==> src/rtl/burst_master_port.sv <==
// Burst master for the shared bit-serial bus: wins arbitration, sends slave select and address, then streams 1..2^BURST_W beats.
// Build option: define MASTER_TIMEOUT_EN to abort any wait that lasts TIMEOUT cycles.
module burst_master_port #(
  parameter int SLAVE_LEN = 2,
  parameter int ADDR_LEN  = 12,
  parameter int DATA_LEN  = 8,
  parameter int BURST_W   = 4,
  parameter int TIMEOUT   = 255
) (
  input  logic                 clk,
  input  logic                 reset,
  input  logic                 cmd_valid,
  output logic                 cmd_ready,
  input  logic                 cmd_write,
  input  logic [SLAVE_LEN-1:0] cmd_slave,
  input  logic [ADDR_LEN-1:0]  cmd_addr,
  input  logic [BURST_W-1:0]   cmd_len,
  input  logic [DATA_LEN-1:0]  wr_data,
  output logic                 wr_data_req,
  output logic [DATA_LEN-1:0]  rd_data,
  output logic                 rd_valid,
  output logic                 done,
  output logic                 error,
  output logic                 approval_request,
  input  logic                 approval_grant,
  input  logic                 bus_busy,
  output logic                 tx_slave_select,
  output logic                 tx_address,
  output logic                 tx_data,
  input  logic                 rx_data,
  output logic                 master_valid,
  output logic                 master_ready,
  input  logic                 slave_valid,
  input  logic                 slave_ready,
  output logic                 write_en,
  output logic                 read_en,
  output logic                 trans_done,
  output logic [3:0]           o_dbg_state
);

  localparam int MAX_AD = (ADDR_LEN > DATA_LEN) ? ADDR_LEN : DATA_LEN;
  localparam int MAX_LEN = (MAX_AD > SLAVE_LEN) ? MAX_AD : SLAVE_LEN;
  localparam int CNT_W = $clog2(MAX_LEN + 1);
  localparam logic [CNT_W-1:0] SEL_LAST  = CNT_W'(SLAVE_LEN - 1);
  localparam logic [CNT_W-1:0] ADDR_LAST = CNT_W'(ADDR_LEN - 1);
  localparam logic [CNT_W-1:0] DATA_LAST = CNT_W'(DATA_LEN - 1);

  typedef enum logic [3:0] {
    S_IDLE, S_REQ, S_SEL, S_ADDR, S_WFETCH, S_WDATA, S_RDATA, S_DONE, S_ABORT
  } state_t;

  state_t               r_state, w_next;
  logic                 r_write;
  logic [BURST_W-1:0]   r_len, r_beat;
  logic [CNT_W-1:0]     r_bit;
  logic [SLAVE_LEN-1:0] r_sel_sh;
  logic [ADDR_LEN-1:0]  r_addr_sh;
  logic [DATA_LEN-1:0]  r_wr_sh, r_rd_sh, r_rd_data;
  logic                 r_rd_valid;
  logic                 w_go, w_last, w_wait, w_owned, w_adv, w_beat_last;
  logic [DATA_LEN-1:0]  w_rd_next;

  assign o_dbg_state = r_state;
  assign rd_data     = r_rd_data;
  assign rd_valid    = r_rd_valid;
  assign w_beat_last = (r_beat == r_len);
  assign w_rd_next   = {r_rd_sh[DATA_LEN-2:0], rx_data};
  assign w_adv       = w_go && (w_next != S_ABORT);

`ifdef MASTER_TIMEOUT_EN
  localparam int TO_W = $clog2(TIMEOUT + 1);
  localparam logic [TO_W-1:0] TO_LAST = TO_W'(TIMEOUT - 1);
  logic [TO_W-1:0] r_wait;

  always_ff @(posedge clk or negedge reset) begin
    if (!reset) r_wait <= '0;
    else if (w_wait && (w_next != S_ABORT)) r_wait <= r_wait + 1'b1;
    else r_wait <= '0;
  end
`else
  logic w_unused;
  assign w_unused = w_wait ^ (TIMEOUT == 0);
`endif

  // Serial handshake: a field starts only when the partner's flag (slave_ready for
  // address/write bits, slave_valid for read bits) is high in the cycle of its first
  // bit; the remaining bits then move one per cycle with no further flow control.
  always_comb begin
    w_next           = r_state;
    cmd_ready        = 1'b0;
    approval_request = 1'b0;
    wr_data_req      = 1'b0;
    tx_slave_select  = 1'b0;
    tx_address       = 1'b0;
    tx_data          = 1'b0;
    master_valid     = 1'b0;
    master_ready     = 1'b0;
    write_en         = 1'b0;
    read_en          = 1'b0;
    done             = 1'b0;
    error            = 1'b0;
    trans_done       = 1'b0;
    w_go             = 1'b0;
    w_last           = 1'b0;
    w_wait           = 1'b0;
    w_owned          = 1'b0;
    case (r_state)
      S_IDLE: begin
        cmd_ready = 1'b1;
        if (cmd_valid) w_next = S_REQ;
      end
      S_REQ: begin
        approval_request = 1'b1;
        if (approval_grant && !bus_busy) w_next = S_SEL;
        else w_wait = 1'b1;
      end
      S_SEL: begin
        approval_request = 1'b1;
        w_owned          = 1'b1;
        w_go             = 1'b1;
        w_last           = (r_bit == SEL_LAST);
        tx_slave_select  = r_sel_sh[SLAVE_LEN-1];
        if (w_last) w_next = S_ADDR;
      end
      S_ADDR: begin
        approval_request = 1'b1;
        w_owned          = 1'b1;
        write_en         = r_write;
        read_en          = !r_write;
        w_go             = (r_bit != '0) || slave_ready;
        w_wait           = !w_go;
        w_last           = (r_bit == ADDR_LAST);
        if (w_go) begin
          master_valid = 1'b1;
          tx_address   = r_addr_sh[ADDR_LEN-1];
          if (w_last) w_next = r_write ? S_WFETCH : S_RDATA;
        end
      end
      S_WFETCH: begin
        approval_request = 1'b1;
        w_owned          = 1'b1;
        write_en         = 1'b1;
        wr_data_req      = 1'b1;
        w_next           = S_WDATA;
      end
      S_WDATA: begin
        approval_request = 1'b1;
        w_owned          = 1'b1;
        write_en         = 1'b1;
        w_go             = (r_bit != '0) || slave_ready;
        w_wait           = !w_go;
        w_last           = (r_bit == DATA_LAST);
        if (w_go) begin
          master_valid = 1'b1;
          tx_data      = r_wr_sh[DATA_LEN-1];
          if (w_last) w_next = w_beat_last ? S_DONE : S_WFETCH;
        end
      end
      S_RDATA: begin
        approval_request = 1'b1;
        w_owned          = 1'b1;
        read_en          = 1'b1;
        master_ready     = 1'b1;
        w_go             = (r_bit != '0) || slave_valid;
        w_wait           = !w_go;
        w_last           = (r_bit == DATA_LAST);
        if (w_go && w_last) w_next = w_beat_last ? S_DONE : S_RDATA;
      end
      S_DONE: begin
        approval_request = 1'b1;
        done             = 1'b1;
        trans_done       = 1'b1;
        w_next           = S_IDLE;
      end
      S_ABORT: begin
        error      = 1'b1;
        trans_done = 1'b1;
        w_next     = S_IDLE;
      end
      default: w_next = S_IDLE;
    endcase
    if (w_owned && !approval_grant) w_next = S_ABORT;
`ifdef MASTER_TIMEOUT_EN
    if (w_wait && (r_wait == TO_LAST)) w_next = S_ABORT;
`endif
  end

  always_ff @(posedge clk or negedge reset) begin
    if (!reset) begin
      r_state    <= S_IDLE;
      r_write    <= 1'b0;
      r_len      <= '0;
      r_beat     <= '0;
      r_bit      <= '0;
      r_sel_sh   <= '0;
      r_addr_sh  <= '0;
      r_wr_sh    <= '0;
      r_rd_sh    <= '0;
      r_rd_data  <= '0;
      r_rd_valid <= 1'b0;
    end else begin
      r_state    <= w_next;
      r_rd_valid <= 1'b0;
      if ((r_state == S_IDLE) && cmd_valid) begin
        r_write   <= cmd_write;
        r_len     <= cmd_len;
        r_sel_sh  <= cmd_slave;
        r_addr_sh <= cmd_addr;
        r_beat    <= '0;
        r_bit     <= '0;
      end
      if (r_state == S_WFETCH) r_wr_sh <= wr_data;
      if (w_adv) begin
        r_bit <= w_last ? '0 : r_bit + 1'b1;
        case (r_state)
          S_SEL:   r_sel_sh  <= r_sel_sh << 1;
          S_ADDR:  r_addr_sh <= r_addr_sh << 1;
          S_WDATA: r_wr_sh   <= r_wr_sh << 1;
          S_RDATA: begin
            r_rd_sh <= w_rd_next;
            if (w_last) begin
              r_rd_data  <= w_rd_next;
              r_rd_valid <= 1'b1;
            end
          end
          default: ;
        endcase
        // Compare before incrementing so an all-ones length never wraps the counter.
        if (w_last && ((r_state == S_WDATA) || (r_state == S_RDATA)) && !w_beat_last)
          r_beat <= r_beat + 1'b1;
      end
    end
  end

endmodule

==> config.mk <==
export PLATFORM = sky130hd
export DESIGN_NAME = burst_master_port
export DESIGN_NICKNAME = d
export VERILOG_FILES = /design/src/rtl/burst_master_port.sv
export SDC_FILE = /design/constraint.sdc
export NUM_CORES = 1
export LEC_CHECK = 0
export CORE_AREA = 2 2 79 81
export DETAILED_ROUTE_END_ITERATION = 10
export DIE_AREA = 0 0 81 83
export PLACE_DENSITY = 0.78
export SLEW_MARGIN = 20
export SYNTH_ARGS = -nofsm -noshare
export SYNTH_HDL_FRONTEND = slang
export SYNTH_SLANG_ARGS = --single-unit
==> constraint.sdc <==
create_clock -name clk -period 2.8 [get_ports clk]
set_input_delay 0.42 -clock clk [delete_from_list [all_inputs] [get_ports clk]]
set_output_delay 0.42 -clock clk [all_outputs]
set_load 0.05 [all_outputs]
**Word-level counts from Yosys, hierarchy flattened**

Index checks and enable logic that the tools add are counted.

- Output and inout port bits: 26
- Input bits: 35
- Register bits after elaboration: 55
- Logic and storage cells: 101

- Add/sub/neg operators: 2
- Muxes and demuxes: 50
- Equality and inequality tests: 13
- Reductions and logical operators: 25

Operator list:

| kind | number |
|---|---|
| 2-to-1 mux 4 bit | 15 |
| 2-to-1 mux 12 bit | 3 |
| case mux 4 bit (7 select lines) | 1 |
| 2-to-1 mux 8 bit | 3 |
| equality test 4 x 3 -> 1 bit, second input constant | 5 |
| 2-to-1 mux 1 bit | 19 |
| 2-to-1 mux 2 bit | 5 |
| adder 4 x 1 -> 4 bit, second input constant | 2 |
| equality test 4 x 1 -> 1 bit, second input constant | 2 |
| equality test 4 x 2 -> 1 bit, second input constant | 2 |
| equality test 4 bit, second input constant | 2 |
| OR reduction 2 bit | 4 |
| logical AND 1 bit | 7 |
| OR reduction 7 bit | 1 |
| case mux 1 bit (3 select lines) | 2 |
| OR reduction 5 bit | 1 |
| equality test 4 bit | 1 |
| logical NOT 1 bit | 4 |
| logical NOT 4 bit | 1 |
| inequality test 4 bit, second input constant | 1 |
| case mux 1 bit (2 select lines) | 2 |
| nonzero test 4 bit | 1 |
| logical OR 1 bit | 3 |
| AND reduction 3 bit | 1 |
| 2 further kinds | 2 |

**Depth between registers and ports, before layout**

- Word-level depth: 9
- Depth in mapped cells: 8
- Depth with buffers taken out: 7

**Worst setup path before layout**

OpenSTA, ideal clock, no wires.

- Path type: register -> register
- Start point: reg r_state[1], in the netlist o_dbg_state[1]
- End point: reg r_addr_sh[11]
- Arrival time: 3.816 ns
- Required time: 2.659 ns
- Setup slack: -1.157 ns
- Library setup time: 0.141 ns
- Cell stages (with the launch flop): 8
- Cell sequence: dfrtp_1 buf_2 buf_2 nor4_1 nand2_1 buf_4 mux2i_1 o21ai_0

- Cells in the longest elaborated chain, start to end: 8
- Elaborated cells on any way between the ends: 28

Ends and longest elaborated chain:

| item | line | source |
|---|---|---|
| start, declared | 52 | `state_t r_state, w_next;` |
| start signal, assigned | 202 | `r_state <= w_next;` |
| equality test 4 x 3 -> 1 bit, or another cell as far along | 107 | `case (r_state)` |
| OR reduction 5 bit (no source line) | n/a |  |
| 2-to-1 mux 1 bit | 107 |  |
| logical AND 1 bit | 182 | `if (w_owned && !approval_grant) w_next = S_ABORT;` |
| 2-to-1 mux 4 bit | 182 |  |
| inequality test 4 bit | 68 | `assign w_adv = w_go && (w_next != S_ABORT);` |
| logical AND 1 bit | 68 |  |
| 2-to-1 mux 12 bit (*) | 213 | `if (w_adv) begin` |
| end signal, assigned | 208 | `r_addr_sh <= cmd_addr;` |
| end signal, assigned | 217 | `S_ADDR: r_addr_sh <= r_addr_sh << 1;` |
| end, declared | 57 | `logic [ADDR_LEN-1:0] r_addr_sh;` |

Mark *: on every way between the ends. The rest lies on a longest branch, timed or not.
A chain may end at the register's enable or synchronous reset.

**Worst setup path in the final report**

- Start point: reg r_state[1], in the netlist o_dbg_state[1]
- End point: out error

- Cells in the longest elaborated chain, start to end: 2

Ends and longest elaborated chain:

| item | line | source |
|---|---|---|
| equality test 4 bit | 107 |  |
| 2-to-1 mux 1 bit | 107 |  |
| end, declared | 23 | `output logic error,` |

No other way between the ends.

==> metrics.log <==
INFO  metric outcome = complete, no violations
INFO  metric grt_pass1_vias = 2260
INFO  metric synth_largest_type_area_fraction = a little under half
INFO  metric syn-instance-count = 274
INFO  metric synthDistinctLibCells = 50
INFO  metric die_y = 83 um
INFO  metric power.leakage = approximately 1.7 nW
INFO  metric detail_route.wl_per_cell = approximately 15 um
INFO  metric final.period_utilization = 94.1%
INFO  metric buffer_cell_driving_the_clock_tree_root = sky130_fd_sc_hd__clkbuf_8
INFO  metric drtIter0Drc = 143
INFO  metric ys_dominant_reg_cell = sky130_fd_sc_hd__dfrtp_1
INFO  metric grt_setup_unrepaired = false
INFO  metric postLayoutCellArea = 3800 um2
INFO  metric worst_hold_path_type = input port to async pin
INFO  metric avgSynthCellArea = 10.7 um2
INFO  metric timing.hold.ws = 25.4 ps
INFO  metric dp_hpwl = around 4.7 mm
INFO  metric die_outline_area = 6720 um2
INFO  metric netlist_area = a little under 3000 um2
INFO  metric ranking_of_synthesized_cells_by_area = sky130_fd_sc_hd__dfrtp_1 (47%), sky130_fd_sc_hd__mux2i_1 (7.9%), sky130_fd_sc_hd__mux2_2 (4.6%)
INFO  metric drt_pass1_iterations = 4
INFO  metric diodes = 0
INFO  metric h-tree-depth = 2
INFO  metric number_of_routed_nets_with_antenna_violations = 0
INFO  metric endpoints_failing_setup = 0
INFO  metric core = 5820 um2
INFO  metric route.top_layer_used = met4
INFO  metric maximum_buffer_depth_of_the_clock_tree = 2
INFO  metric cts_hold_buf = 0
INFO  metric maxCapViolCount = 0
INFO  metric critPathCaptureType = output pin
INFO  metric dp.cells = 413
INFO  metric vdd_ir_drop_max = 0.000453 V
INFO  metric finish.utilization = 65.4%
INFO  metric multi_input_comb_area = between 1000 and 1500 um2
INFO  metric synth-async-reset-ratio = 100%
INFO  metric finalCriticalPeriod = 2630 ps
INFO  metric route.met3.wl = 228 um
INFO  metric critical_path.reg2reg.endpoint = rd_data[1]
INFO  metric critical_path.max_fanout = 12
INFO  metric detailedPlace.worstSlack = 229 ps
INFO  metric crit_path_cell_trace = buf_4, nor3_1, and2_1, clkdlybuf4s50_1
INFO  metric cts_post_setup_buffers_inserted = 0
INFO  metric clock_skew = 11.4 ps
INFO  metric cp_data_required_time = around 2400 ps
INFO  metric die_w = between 80 and 90 um
INFO  metric netlist.top_cell.by_area = sky130_fd_sc_hd__dfrtp_1
INFO  metric route.vias.total = 2299
INFO  metric finalWorstSetupSlack = 166 ps
INFO  metric fin_total_pwr = 2.53 mW
INFO  metric timing.critical_path.buf_inv = 2
INFO  metric grt_first_pass_wirelength = 10.6 mm
INFO  metric final_cell_count_no_fill = 421
INFO  metric post_cts.resized_instances = 0
INFO  metric path_delay_family = buffers and inverters
INFO  metric drive_above_1_share = 20.2%
INFO  metric area.growth.synth_to_final = 29.8%
INFO  metric count_of_final_hold_check_violations = 0
INFO  metric post_route_drc = 0
INFO  metric grt_overflow = 0
INFO  metric last_element_of_the_critical_path = error
INFO  metric synth.yosys.warnings = 0
INFO  metric design.final.nets = 384
INFO  metric initial_utilization = 50.4%
INFO  metric clk_pin_slew = 100 ps
INFO  metric timing.max_slew.rel_slack = 63.9%
INFO  metric reg2reg_from = o_dbg_state[0]
INFO  metric detail_route.wirelength.met1 = ~2.8 mm
INFO  metric numCtsBuffers = 5
INFO  metric worst-path-stages = 4
INFO  metric synth.net_count = 313
INFO  metric routed-wl-met2 = 3.05 mm
INFO  metric crit_path_launch_type = register
INFO  metric ff2ff_setup_slack = about 350 ps
INFO  metric worst_path_largest_cell_delay = 800 ps
INFO  metric ioPinCount = 61
INFO  metric antenna_violations_before_repair = 0
INFO  metric rows = 28
INFO  metric crit_path_slowest_cell = sky130_fd_sc_hd__clkdlybuf4s50_1
INFO  metric maximum_number_of_pins_on_one_net_before_global_route_repair = 27
INFO  metric gp_congestion = 0.871
INFO  metric maxSlewViolCount = 0
INFO  metric insertion_delay = 310 ps
INFO  metric portBuffers = 60
INFO  metric worstMarginPinSlew = 542 ps
INFO  metric max_freq = 380 MHz
INFO  metric placement.cell_area = 3700 um2
INFO  metric timing.critical_path.from = o_dbg_state[1]
INFO  metric path_class = register to output pin
INFO  metric cts_num_sinks = 55
INFO  metric cts_tree = yes
INFO  metric grt_util_all_layers = between 10% and 20%
INFO  metric power_density = around 660 nW/um2
INFO  metric layout_filler_cell_count = 495
INFO  metric routed_via_density = between 5 and 6
INFO  metric final-seq-area = 1380 um2
INFO  metric timing.reg2reg.worst_path_depth = 6
INFO  metric synth_enable_flop_cells = 0
INFO  metric timing.setup.tns = 0 ps
INFO  metric routed_wirelength = 6.16 mm
INFO  metric synth.ff_latch_count = 55
INFO  metric critical_path_arrival = 2210 ps
INFO  metric yosysSeqAreaShare = 47.0%
[cells by family after synthesis]
kind of cell / synth area share, %
AO/OA/AOI/OAI: 12.3
flip-flops: 47.0
XOR/XNOR: 1.79
buffers and inverters: 3.97
multiplexers: 16.6
AND/OR/NAND/NOR: 16.7
adder cells (fa/ha/maj): 1.71
[state kept, by name, summed over array words and instances (netlist names)]
name and count:
r_addr_sh 12, r_wr_sh 8, rd_data 8, r_rd_sh 7
o_dbg_state 4, r_beat 4, r_bit 4, r_len 4
r_sel_sh 2, r_write 1, rd_valid 1
[cell usage in the layout (no fill, tap or decap), types with 4 or more instances in the layout]
cell,netlist,final
sky130_fd_sc_hd__nand2b_1,7,7
sky130_fd_sc_hd__buf_4,1,26
sky130_fd_sc_hd__dfrtp_1,55,55
sky130_fd_sc_hd__nor3_1,7,7
sky130_fd_sc_hd__ha_1,4,4
sky130_fd_sc_hd__nand2_1,30,30
sky130_fd_sc_hd__clkdlybuf4s50_1,0,51
sky130_fd_sc_hd__mux2_4,8,8
sky130_fd_sc_hd__nor2_1,6,6
sky130_fd_sc_hd__a21oi_1,7,7
sky130_fd_sc_hd__nand3_1,11,11
sky130_fd_sc_hd__clkbuf_8,0,6
sky130_fd_sc_hd__xnor2_1,4,4
sky130_fd_sc_hd__mux2_2,12,12
sky130_fd_sc_hd__inv_1,7,7
sky130_fd_sc_hd__nor2b_1,7,7
sky130_fd_sc_hd__mux2i_1,23,23
sky130_fd_sc_hd__o21ai_0,24,23
[how the worst min path moves through the flow]
| stage | to | slack [ps] | depth (start not counted) |
|---|---|---|---|
| global route | rd_data[2] | 40 | 1 |
| detailed placement | rd_data[2] | 380 | 1 |
| CTS | r_len[0] | 40 | 1 |
| floorplan | o_dbg_state[0] | 120 | 0 |
| finish | r_bit[3] | 30 | 1 |
| global placement | rd_data[1] | 380 | 1 |
[synthesized netlist by cell type (all sizes together), types with 7 or more instances]
master and instances:
nor3 7, nand2 30, o21ai 24, a21oi 8, nand3 11, mux2 20, nand2b 7, inv 7
mux2i 23, dfrtp 55, buf 13, nor2b 7
[power breakdown]
group	total (mW)	switching, mW	internal, mW
Combinational	0.964	0.530	0.435
Sequential	1.10	0.136	0.959
Clock	0.468	0.266	0.202
[metal layers]
metal	GRT usage (%)	vias up
li1	-	1117
met1	27.2	1128
met2	32.5	48
met3	3.59	6
met4	5.70	0
met5	0	-
[cell type report]
cell class	instances	share of cell area (%)
inverter	7	0.691
sequential	55	36.2
tap	75	2.47
multi-input combinational	196	38.3
clock buffer	6	2.17
clock inverter	2	0.428
timing repair buffer	80	19.7
No activity file was read; power rests on OpenSTA's default activity.
